<file path="src/rtl/conjugation_ctrl_cba.sv">
// Conjugation sequencer for the CBA literal/phase register array.
// One single-qubit Clifford gate is accepted per handshake. The controller
// rotates every row left once per column, so after num_qubit cycles the
// literal order is back where it started. On the cycle where the target
// column sits in the array's column 0, the conjugated literal is written back
// and the affected row phases are toggled.
module conjugation_ctrl_cba #(
  parameter int num_qubit = 4,
  parameter int QW        = (num_qubit > 1) ? $clog2(num_qubit) : 1
) (
  input  logic                          clk,
  input  logic                          rst,
  input  logic                          gate_valid,
  output logic                          gate_ready,
  input  logic [1:0]                    gate_type,
  input  logic [QW-1:0]                 gate_qubit,
  input  logic [0:num_qubit-1][1:0]     left_out,
  output logic                          ld_literal,
  output logic                          shift_rotate_literal,
  output logic                          rotate_update_literal,
  output logic [0:num_qubit-1][1:0]     update_literal,
  output logic [0:num_qubit-1]          ld_phase,
  output logic                          shift_toggle_phase,
  output logic                          done,
  output logic                          bad_qubit
);

  localparam int          CW        = (num_qubit > 1) ? $clog2(num_qubit) : 1;
  localparam logic [31:0] LAST_COL  = 32'(num_qubit - 1);
  localparam logic [31:0] NUM_COLS  = 32'(num_qubit);

  typedef enum logic [1:0] {
    IDLE = 2'd0,
    ROT  = 2'd1,
    DONE = 2'd2
  } state_t;

  // Gate encoding: 0:H 1:S 2:X 3:Z. Literal code {x,z}: 00 I, 01 Z, 10 X, 11 Y.
  function automatic logic [1:0] conj_literal(input logic [1:0] gtype, input logic [1:0] lit);
    logic [1:0] res;
    case (gtype)
      2'd0:    res = {lit[0], lit[1]};          // H swaps X and Z
      2'd1:    res = {lit[1], lit[1] ^ lit[0]}; // S maps X to Y and Y to X
      2'd2:    res = lit;                       // Paulis leave the literal
      2'd3:    res = lit;
      default: res = lit;
    endcase
    return res;
  endfunction

  // Sign change of the conjugated literal, applied as a phase toggle.
  function automatic logic flip_phase(input logic [1:0] gtype, input logic [1:0] lit);
    logic res;
    case (gtype)
      2'd0:    res = lit[1] & lit[0];
      2'd1:    res = lit[1] & lit[0];
      2'd2:    res = lit[0];
      2'd3:    res = lit[1];
      default: res = 1'b0;
    endcase
    return res;
  endfunction

  state_t        state_r, state_next_s;
  logic [CW-1:0] cnt_r;
  logic [1:0]    type_r;
  logic [QW-1:0] qubit_r;
  logic          last_col_s;
  logic          target_col_s;
  logic          qubit_bad_s;

  assign last_col_s   = (32'(cnt_r) == LAST_COL);
  assign target_col_s = (32'(cnt_r) == 32'(qubit_r));
  assign qubit_bad_s  = (32'(qubit_r) >= NUM_COLS);

  // State register.
  always_ff @(posedge clk or negedge rst) begin
    if (!rst) begin
      state_r <= IDLE;
    end else begin
      state_r <= state_next_s;
    end
  end

  // Command latch and column counter; busy-time commands are not captured.
  always_ff @(posedge clk or negedge rst) begin
    if (!rst) begin
      cnt_r   <= {CW{1'b0}};
      type_r  <= 2'd0;
      qubit_r <= {QW{1'b0}};
    end else if (state_r == IDLE && gate_valid) begin
      cnt_r   <= {CW{1'b0}};
      type_r  <= gate_type;
      qubit_r <= gate_qubit;
    end else if (state_r == ROT && !last_col_s) begin
      cnt_r   <= cnt_r + CW'(1);
    end else begin
      cnt_r   <= cnt_r;
    end
  end

  // Next-state and array control decode from the registered state.
  always_comb begin
    state_next_s          = state_r;
    gate_ready            = 1'b0;
    ld_literal            = 1'b0;
    shift_rotate_literal  = 1'b0;
    rotate_update_literal = 1'b0;
    update_literal        = '0;
    ld_phase              = '0;
    shift_toggle_phase    = 1'b0;
    done                  = 1'b0;
    bad_qubit             = 1'b0;
    case (state_r)
      IDLE: begin
        gate_ready = 1'b1;
        if (gate_valid) begin
          state_next_s = ROT;
        end else begin
          state_next_s = IDLE;
        end
      end
      ROT: begin
        ld_literal           = 1'b1;
        shift_rotate_literal = 1'b1;
        shift_toggle_phase   = 1'b1;
        if (target_col_s) begin
          rotate_update_literal = 1'b1;
          for (int r = 0; r < num_qubit; r++) begin
            update_literal[r] = conj_literal(type_r, left_out[r]);
            ld_phase[r]       = flip_phase(type_r, left_out[r]);
          end
        end else begin
          rotate_update_literal = 1'b0;
        end
        if (last_col_s) begin
          state_next_s = DONE;
        end else begin
          state_next_s = ROT;
        end
      end
      DONE: begin
        done         = 1'b1;
        bad_qubit    = qubit_bad_s;
        state_next_s = IDLE;
      end
      default: begin
        state_next_s = IDLE;
      end
    endcase
  end

endmodule

</file>
<file path="config.mk">
export PLATFORM = sky130hd
export DESIGN_NAME = conjugation_ctrl_cba
export DESIGN_NICKNAME = d
export VERILOG_FILES = /design/src/rtl/conjugation_ctrl_cba.sv
export SDC_FILE = /design/constraint.sdc
export NUM_CORES = 1
export LEC_CHECK = 0
export BUFFER_PORTS_ARGS = -buffer_cell sky130_fd_sc_hd__buf_2
export CAP_MARGIN = 30
export CORE_MARGIN = 8
export CORE_UTILIZATION = 40
export CTS_CLUSTER_SIZE = 40
export DETAILED_ROUTE_END_ITERATION = 10
export PLACE_DENSITY = 0.7
export REMOVE_ABC_BUFFERS = 1
export SLEW_MARGIN = 40
export SYNTH_ARGS = -nofsm -noshare
export SYNTH_HDL_FRONTEND = slang
export SYNTH_SLANG_ARGS = --single-unit
</file>
<file path="constraint.sdc">
create_clock -name clk -period 1.95 [get_ports clk]
set_clock_uncertainty 0.2 [all_clocks]
set_input_delay 0.0975 -clock clk [delete_from_list [all_inputs] [get_ports clk]]
set_output_delay 0.0975 -clock clk [all_outputs]
set_load 0.1 [all_outputs]
</file>
After elaboration in Yosys (flattened, before gate mapping)
Index checks and enable logic that the tools add are counted.
Storage, ports and cells
  input bits: 15
  register bits: 8
  output and inout port bits: 19
Operators by class
  muxes and demuxes: 22
  equal/unequal tests: 7
  add/subtract/negate cells: 1
  reduce and logical (&&, ||, !) cells: 8
  bitwise gates (word level): 8
Operators by type and width (count)
  $pmux W2 S3: 4
  $mux W8: 2
  $pmux W1 S3: 4
  $eq A2 B2 Y1 const B: 4
  $mux W4: 2
  $mux W1: 6
  $mux W2: 3
  $and A1 B1 Y1: 4
  $eq A2 B1 Y1 const B: 2
  $logic_not A2 Y1: 2
  $pmux W2 S2: 1
  $reduce_or A2 Y1: 2
  $xor A1 B1 Y1: 4
  $add A2 B1 Y2 const B: 1
  $eq A2 B2 Y1: 1
  $logic_and A1 B1 Y1: 2
  $reduce_bool A2 Y1: 1
  $logic_not A1 Y1: 1

Logic depth before layout (Yosys ltp)
Gate-level depths: netlist of run 1.
  depth after elaboration: 5
  mapped depth: 4

Worst setup path before layout of run 1
No wires, ideal clock.
  path kind: register to output
  start: reg state_r[1]
  end: out ld_phase[0] (netlist name)
  path slack: -1.828 ns
  arrival: 3.480 ns
  data required time: 1.652 ns
  buffers on the path: 0
  cell stages (with the launch flop): 4
  cell sequence: dfrtp_1 > nor2b_4 > nand3_2 > a211oi_1
Between the ends
  longest elaborated chain between the ends: 2
RTL lines
  start, declared: RTL line 64  | state_t state_r, state_next_s;
  start signal, assigned: RTL line 81  | state_r <= state_next_s;
  $eq A2 B1 Y1: RTL line 114  | case (state_r)
  $mux W4: RTL line 114
  end, declared: RTL line 22  | output logic [0:num_qubit-1] ld_phase,
Every way passes these cells.

==> results.py, run 1 <==
metrics = {
    "clock_network": {
        "cts.clk_slew.worst_paths_ns": 0.05,
        "htree_num_levels": 1,
        "cts-root-buf": "clkbuf_4",
        "cts_tree": "built",
        "clock_path_buffers": 2,
        "clk_latency_ns": 0.25,
        "clock_sinks": 8,
        "numCtsBuffers": 3,
    },
    "setup_path": {
        "critical_path.max_fanout": 6,
        "end_kind": "output pin",
        "critPathKind": "reg -> out",
        "path_cells": "xnor2_2 > buf_4 > nand3_4 > nor2_1 > buf_6",
        "cp.required_ns": 1.65,
        "cpPeakStageDelay_ns": 0.42,
        "cp.arrival_ns": 1.67,
        "startpoint_type": "flip-flop",
        "cpMaxStageDelayCell": "dfrtp_1",
    },
    "final_layout": {
        "drive_gt1_share_pct": 59.3,
        "n_antenna_cell": 0,
        "fillers": 129,
        "finalNetCount": 140,
        "syn_to_final_growth_pct": 68.7,
    },
    "global_route": {
        "grt_pass1_vias": 681,
        "grt_first_pass_wirelength_um": 2960,
        "overflow": 0,
        "grt_usage_pct": 10.6,
        "antenna_found_initial": 0,
        "grt_start_max_net_pins": 19,
    },
    "place": {
        "io_buffers": 32,
        "pre_cts_ws_ns": 0.124,
        "dpl.hpwl_um": 1430,
        "gp_congestion": 0.799,
    },
    "drt": {
        "route.detailed.drc": 0,
        "drt-vias-per-instance": 5.01,
        "drtIter0Drc": 9,
        "antenna_left": 0,
        "vias": 716,
        "drtPass1Iterations": 4,
        "wl_um": 2060,
        "post_drt_wl_per_cell_um": 14.4,
    },
    "timing": {
        "setup_slack_ns": -0.0165,
        "setup_tns_ns": -0.0210,
        "whs_ns": 0.00640,
        "grt_setup_unrepaired": "yes",
        "fin_crit_sh_pct": 101,
        "setup_viol": 2,
        "finalHoldViolCount": 0,
        "period_needed_ns": 1.97,
        "fmax_mhz": 509,
        "final_max_slew_viol_count": 0,
    },
    "status": {
        "violations": "negative setup slack",
        "status": "finished with violations",
    },
    "floorplanning": {
        "fp.dieW_um": 59.1,
        "io_pins": 34,
        "start_util_pct": 42.6,
        "die_area_um2": 3490,
        "rows": 15,
        "die_h_um": 59.1,
        "core_area_um2": 1750,
    },
    "logic_synthesis": {
        "ys.warnings.count": 0,
        "syn_inst": 78,
        "syn_area_um2": 743,
        "synth.avg_cell_area_um2": 9.53,
        "yosysSeqAreaShare_pct": 26.9,
        "synthDistinctLibCells": 24,
        "ys_ff_latch": 8,
    },
    "run": {
        "cap_violations": 0,
    },
    "min_path": {
        "hp-class": "in -> async",
    },
}
-- cells in the mapped netlist --
cell type	instances	area (um2)
nand2_1	5	18.8
xnor2_1	3	26.3
and2b_2	1	8.76
or2_1	1	6.26
mux2_2	8	90.1
nor2_1	11	41.3
a211oi_1	3	22.5
nand3_2	1	10.0
nor2b_4	1	13.8
inv_1	2	7.51
ha_1	5	62.6
a211oi_2	1	12.5
conb_1	1	3.75
buf_6	2	22.5
and2_2	1	7.51
o21ai_0	4	20.0
nor3b_2	1	12.5
dfrtp_1	8	200
a21oi_1	4	20.0
o21ai_1	1	5.00
buf_2	2	10.0
buf_4	3	22.5
nor3b_4	1	18.8
mux2i_1	8	80.1
-- worst max-delay path, delay by kind of cell, from the launching register on --
family                 cells  cell delay (ns)
buffers and inverters      2             0.42
AND/OR/NAND/NOR            2             0.33
XOR/XNOR                   1             0.25
flip-flops                 1             0.42
-- sequential cells by signal (all words and copies together), names as in the netlist --
register and flops:
cnt_r 2, qubit_r 2, state_r 2, type_r 2
-- cell usage in the layout, fill, tap and decap left out, types with 2 or more instances in the layout --
cell           Yosys  layout
a211oi_2           1       2
a211oi_4           0       2
a21oi_2            0       3
buf_12             0       9
buf_2              2      19
buf_4              3       7
buf_6              2       3
clkbuf_4           0       3
dfrtp_1            8       4
dfrtp_2            0       4
dlygate4sd3_1      0       5
ha_1               5       5
inv_1              2       2
mux2_2             8       8
mux2i_1            8       8
nand2_1            5       5
nand3_4            0       2
nor2_1            11      10
o21ai_0            4       4
-- final cells by class --
class / instances / area (um2) / area share [%]
well taps: 25 / 31.3 / 2.50
flip-flops and latches: 8 / 205 / 16.4
clock buffers: 3 / 22.5 / 1.80
multi-input cells: 62 / 576 / 45.9
repair buffers: 43 / 412 / 32.8
inverters: 2 / 7.51 / 0.599
-- repair_timing --
item                       CTS  global route
setup endpoints to repair   12            12
hold endpoints to repair    12             0
gates resized for setup     11            14
gates cloned                 0             1
setup buffers                0             5
hold buffers                 5             0
pin swaps                    0             4
-- cells by family after synthesis --
| kind of cell | after synthesis | share of synthesized area, % |
|---|---|---|
| adder cells (fa/ha/maj) | 5 | 8.42 |
| buffers and inverters | 9 | 8.42 |
| flip-flops | 8 | 26.9 |
| other | 1 | 0.505 |
| AO/OA/AOI/OAI | 13 | 10.8 |
| AND/OR/NAND/NOR | 23 | 18.5 |
| multiplexers | 16 | 22.9 |
| XOR/XNOR | 3 | 3.54 |
-- per-layer routing --
layer | up-vias | track usage [%] | routed length [um]
met5 | - | 0 | 0
met4 | 0 | 5.46 | 15
met3 | 2 | 4.34 | 169
met2 | 23 | 18.8 | 1140
met1 | 346 | 10.4 | 736
li1 | 345 | - | -
-- worst paths after layout --
| path | from | endpoint | slack, ns | cells after the start |
|---|---|---|---|---|
| max in group asynchronous | rst | type_r[1] | 1.36 | 2 |
| worst max-delay path | cnt_r[1] | update_literal[0] | -0.02 | 5 |
| worst min-delay path | rst | cnt_r[1] | 0.006 | 2 |
| worst min register to register | qubit_r[1] | qubit_r[1] | 0.37 | 1 |
| worst max register to register | state_r[1] | type_r[1] | 0.37 | 3 |
| min in group clk | gate_valid | cnt_r[0] | 0.07 | 3 |
-- per-stage QoR --
| stage | util, % | area, um2 | instances |
|---|---|---|---|
| 3_3_place_gp | 58.6 | 1020 | 129 |
| 5_1_grt | 71.8 | 1250 | 143 |
| 4_1_cts | 64.9 | 1130 | 137 |
| 6_report | 71.8 | 1250 | 143 |
| 3_5_place_dp | 58.6 | 1020 | 129 |
| 2_1_floorplan | - | 688 | 71 |
Power of run 1 is not shown: default switching activity piles up to over one toggle a cycle in this logic, so the estimate is an artifact.
==> run 2: changes to the inputs <==
Settings changed: SKIP_CTS_REPAIR_TIMING set to 1.
==> results.py, run 2 (synthesis results as in run 1) <==
metrics = {
    "place": {
        "io_buffers": 32,
        "pre_cts_ws_ns": 0.124,
        "dpl.hpwl_um": 1430,
        "gp_congestion": 0.799,
    },
    "setup_path": {
        "reg2reg_slack_ns": 0.36,
        "critical_path.max_fanout": 7,
        "cp.arrival_ns": 1.59,
        "rr_worst_depth": 3,
        "end_kind": "output pin",
        "cp.required_ns": 1.65,
        "startpoint": "cnt_r[0]",
        "reg2reg_from": "state_r[1]",
        "r2r_end": "type_r[0]",
        "startpoint_type": "flip-flop",
        "crit_end": "update_literal[0]",
        "critPathKind": "reg -> out",
    },
    "final_layout": {
        "n_antenna_cell": 0,
        "finalNetCount": 139,
        "drive_gt1_share_pct": 59.0,
        "syn_to_final_growth_pct": 67.5,
        "layout_common_cells": "19 x buf_2, 10 x nor2_1, 9 x buf_12, 8 x mux2i_1, 8 x mux2_2",
        "fillers": 127,
        "final_common_cell": "buf_2",
    },
    "drt": {
        "antenna_left": 0,
        "post_drt_wl_per_cell_um": 15.0,
        "drtIter0Drc": 8,
        "vias": 713,
        "wl_um": 2140,
        "route.detailed.drc": 0,
        "drtPass1Iterations": 4,
        "drt-vias-per-instance": 5.02,
    },
    "clock_network": {
        "clock_path_buffers": 2,
        "cts_tree": "built",
        "cts.clk_slew.worst_paths_ns": 0.05,
        "numCtsBuffers": 3,
        "htree_num_levels": 1,
        "cts-root-buf": "clkbuf_4",
        "clk_latency_ns": 0.25,
        "clock_sinks": 8,
    },
    "floorplanning": {
        "fp.dieW_um": 59.1,
        "io_pins": 34,
        "rows": 15,
        "core_area_um2": 1750,
        "die_h_um": 59.1,
        "die_area_um2": 3490,
        "start_util_pct": 42.6,
    },
    "timing": {
        "setup_slack_ns": 0.0649,
        "setup_tns_ns": 0,
        "fmax_mhz": 530,
        "fin_crit_sh_pct": 96.7,
        "period_needed_ns": 1.89,
        "setup_viol": 0,
        "final_max_slew_viol_count": 0,
        "finalHoldViolCount": 0,
    },
    "min_path": {
        "hp-class": "in -> async",
    },
    "global_route": {
        "antenna_found_initial": 0,
        "grt_start_max_net_pins": 19,
        "grt_usage_pct": 10.2,
        "grt_first_pass_wirelength_um": 2860,
        "overflow": 0,
        "grt_pass1_vias": 655,
    },
    "status": {
        "status": "finished clean",
    },
    "run": {
        "cap_violations": 0,
    },
}
==> run 2: cell count changes in the layout (fill, tap and decap cells not counted), sizes merged <==
| cell | before | now |
|---|---|---|
| clkbuf | 3 | 4 |
| buf | 38 | 36 |
==> run 2: final cells by class <==
cell class	count	area [um2]	share of cell area (%)
clock buffer	3	22.5	1.81
inverter	2	7.51	0.603
multi-input combinational	62	583	46.8
sequential	8	204	16.4
tap	25	31.3	2.51
timing repair buffer	42	397	31.9
==> run 2: per-stage QoR <==
| stage | hold WS (ns) | cell area (um2) | cells | util (%) |
|---|---|---|---|---|
| 3_5_place_dp | -0.251 | 1020 | 129 | 58.6 |
| 6_report | 0.0228 | 1240 | 142 | 71.3 |
| 3_3_place_gp | -0.256 | 1020 | 129 | 58.6 |
| 4_1_cts | -0.527 | 1040 | 132 | 59.9 |
| 2_1_floorplan | -0.398 | 688 | 71 | - |
| 5_1_grt | 0.0508 | 1240 | 142 | 71.3 |
==> run 2: critical path: stages (launching register included) <==
cell	delay, ns
dfrtp_1	0.46
xnor2_4	0.24
nand3_4	0.16
nor2_1	0.14
clkbuf_4	0.34
==> run 2: worst min path at each step <==
stage	slack [ns]	startpoint	to
2_1_floorplan	-0.40	rst	cnt_r[0]
3_3_place_gp	-0.26	rst	qubit_r[1]
3_5_place_dp	-0.25	rst	qubit_r[1]
4_1_cts	-0.53	rst	qubit_r[1]
5_1_grt	0.05	rst	state_r[1]
6_report	0.02	rst	cnt_r[0]
==> run 2: routing by layer <==
| layer | track usage (%) | vias to the layer above | routed length, um |
|---|---|---|---|
| met3 | 4.34 | 2 | 147 |
| met4 | 5.12 | 0 | 15 |
| met1 | 10.7 | 344 | 812 |
| li1 | - | 346 | - |
| met5 | 0 | - | 0 |
| met2 | 17.0 | 21 | 1160 |
Power of run 2 is left out for the same reason.
==> run 3: changes to the inputs <==
Settings changed: BUFFER_PORTS_ARGS -buffer_cell sky130_fd_sc_hd__buf_2 to -buffer_cell sky130_fd_sc_hd__clkbuf_2.
==> results.py, run 3 (synthesis results as in run 1) <==
metrics = {
    "timing": {
        "grt_setup_unrepaired": "no",
        "period_needed_ns": 1.87,
        "final_max_slew_viol_count": 0,
        "finalHoldViolCount": 0,
        "tightest_slew_ns": 0.545,
        "fmax_mhz": 536,
        "setup_viol": 0,
        "slew_headroom_pct": 63.8,
        "fin_crit_sh_pct": 95.7,
    },
    "final_layout": {
        "syn_to_final_growth_pct": 71.2,
        "final_common_cell": "clkbuf_2",
        "n_antenna_cell": 0,
        "drive_gt1_share_pct": 58.5,
        "finalNetCount": 140,
        "layout_common_cells": "19 x clkbuf_2, 13 x buf_12, 10 x nor2_1, 8 x mux2i_1, 8 x mux2_2",
        "finalNonFillerCells": 143,
        "fillers": 113,
    },
    "global_route": {
        "grt_usage_pct": 10.3,
        "grt_start_max_net_pins": 19,
        "grt_pass1_vias": 654,
        "grt_first_pass_wirelength_um": 2860,
        "overflow": 0,
        "antenna_found_initial": 0,
    },
    "clock_network": {
        "cts-root-buf": "clkbuf_4",
        "cts.clk_slew.worst_paths_ns": 0.05,
        "htree_num_levels": 1,
        "clk_latency_ns": 0.24,
        "numCtsBuffers": 3,
        "cts_tree": "built",
        "clock_sinks": 8,
        "clock_path_buffers": 2,
    },
    "drt": {
        "vias": 703,
        "route.detailed.drc": 0,
        "post_drt_wl_per_cell_um": 14.2,
        "drtPass1Iterations": 4,
        "antenna_left": 0,
        "drt-vias-per-instance": 4.92,
        "drtIter0Drc": 9,
        "wl_um": 2030,
    },
    "setup_path": {
        "cp.required_ns": 1.65,
        "end_kind": "output pin",
        "cp.arrival_ns": 1.57,
        "critical_path.max_fanout": 6,
        "rr_worst_depth": 3,
        "critPathKind": "reg -> out",
        "startpoint_type": "flip-flop",
    },
    "place": {
        "gp_congestion": 0.758,
        "post-place-cells": 130,
        "dpl.hpwl_um": 1460,
        "io_buffers": 32,
    },
    "floorplanning": {
        "start_util_pct": 42.6,
        "rows": 15,
        "die_area_um2": 3490,
        "fp.dieW_um": 59.1,
        "die_h_um": 59.1,
        "io_pins": 34,
        "core_area_um2": 1750,
    },
    "status": {
        "status": "finished clean",
    },
    "run": {
        "cap_violations": 0,
    },
    "min_path": {
        "hp-class": "in -> async",
    },
}
[run 3: layout make-up]
class,instances,area (um2),area share (%)
sequential,8,203,15.9
clock buffer,3,22.5,1.77
timing repair buffer,44,458,36.0
tap,25,31.3,2.46
inverter,2,7.51,0.590
multi-input combinational,61,551,43.3
[run 3: worst paths after layout]
check                            from           to  slack [ns]
max in group asynchronous         rst    type_r[1]        1.34
hold / removal                    rst     cnt_r[1]        0.02
setup / recovery             cnt_r[0]  ld_phase[1]        0.08
hold reg to reg            qubit_r[1]   qubit_r[1]        0.37
setup reg to reg           state_r[1]    type_r[1]        0.35
min in group clk           gate_valid     cnt_r[0]        0.07
[run 3: per-stage QoR]
stage | utilization (%) | TNS [ns] | setup slack, ns | area [um2] | hold WS, ns
6_report | 72.9 | 0 | 0.0841 | 1270 | 0.0191
5_1_grt | 72.9 | 0 | 0.0178 | 1270 | 0.0329
4_1_cts | 63.7 | -0.678 | -0.143 | 1110 | -0.518
3_5_place_dp | 62.4 | 0 | 0.118 | 1090 | -0.251
3_3_place_gp | 62.4 | 0 | 0.212 | 1090 | -0.252
2_1_floorplan | - | -31.00 | -3.02 | 688 | -0.398
[run 3: worst max-delay path: stages, from the launching register on]
cell      delay (ns)
dfrtp_1         0.43
xnor2_2         0.19
nand3_4         0.10
buf_4           0.18
a211oi_4        0.21
buf_12          0.21
[run 3: layer usage]
layer / GRT usage, % / part of all wire (%) / vias up
li1: - / - / 348
met1: 11.7 / 39 / 336
met2: 16.8 / 55 / 19
met3: 3.04 / 6.1 / 0
met4: 5.12 / 0 / 0
met5: 0 / 0 / -
Power of run 3 is left out for the same reason.
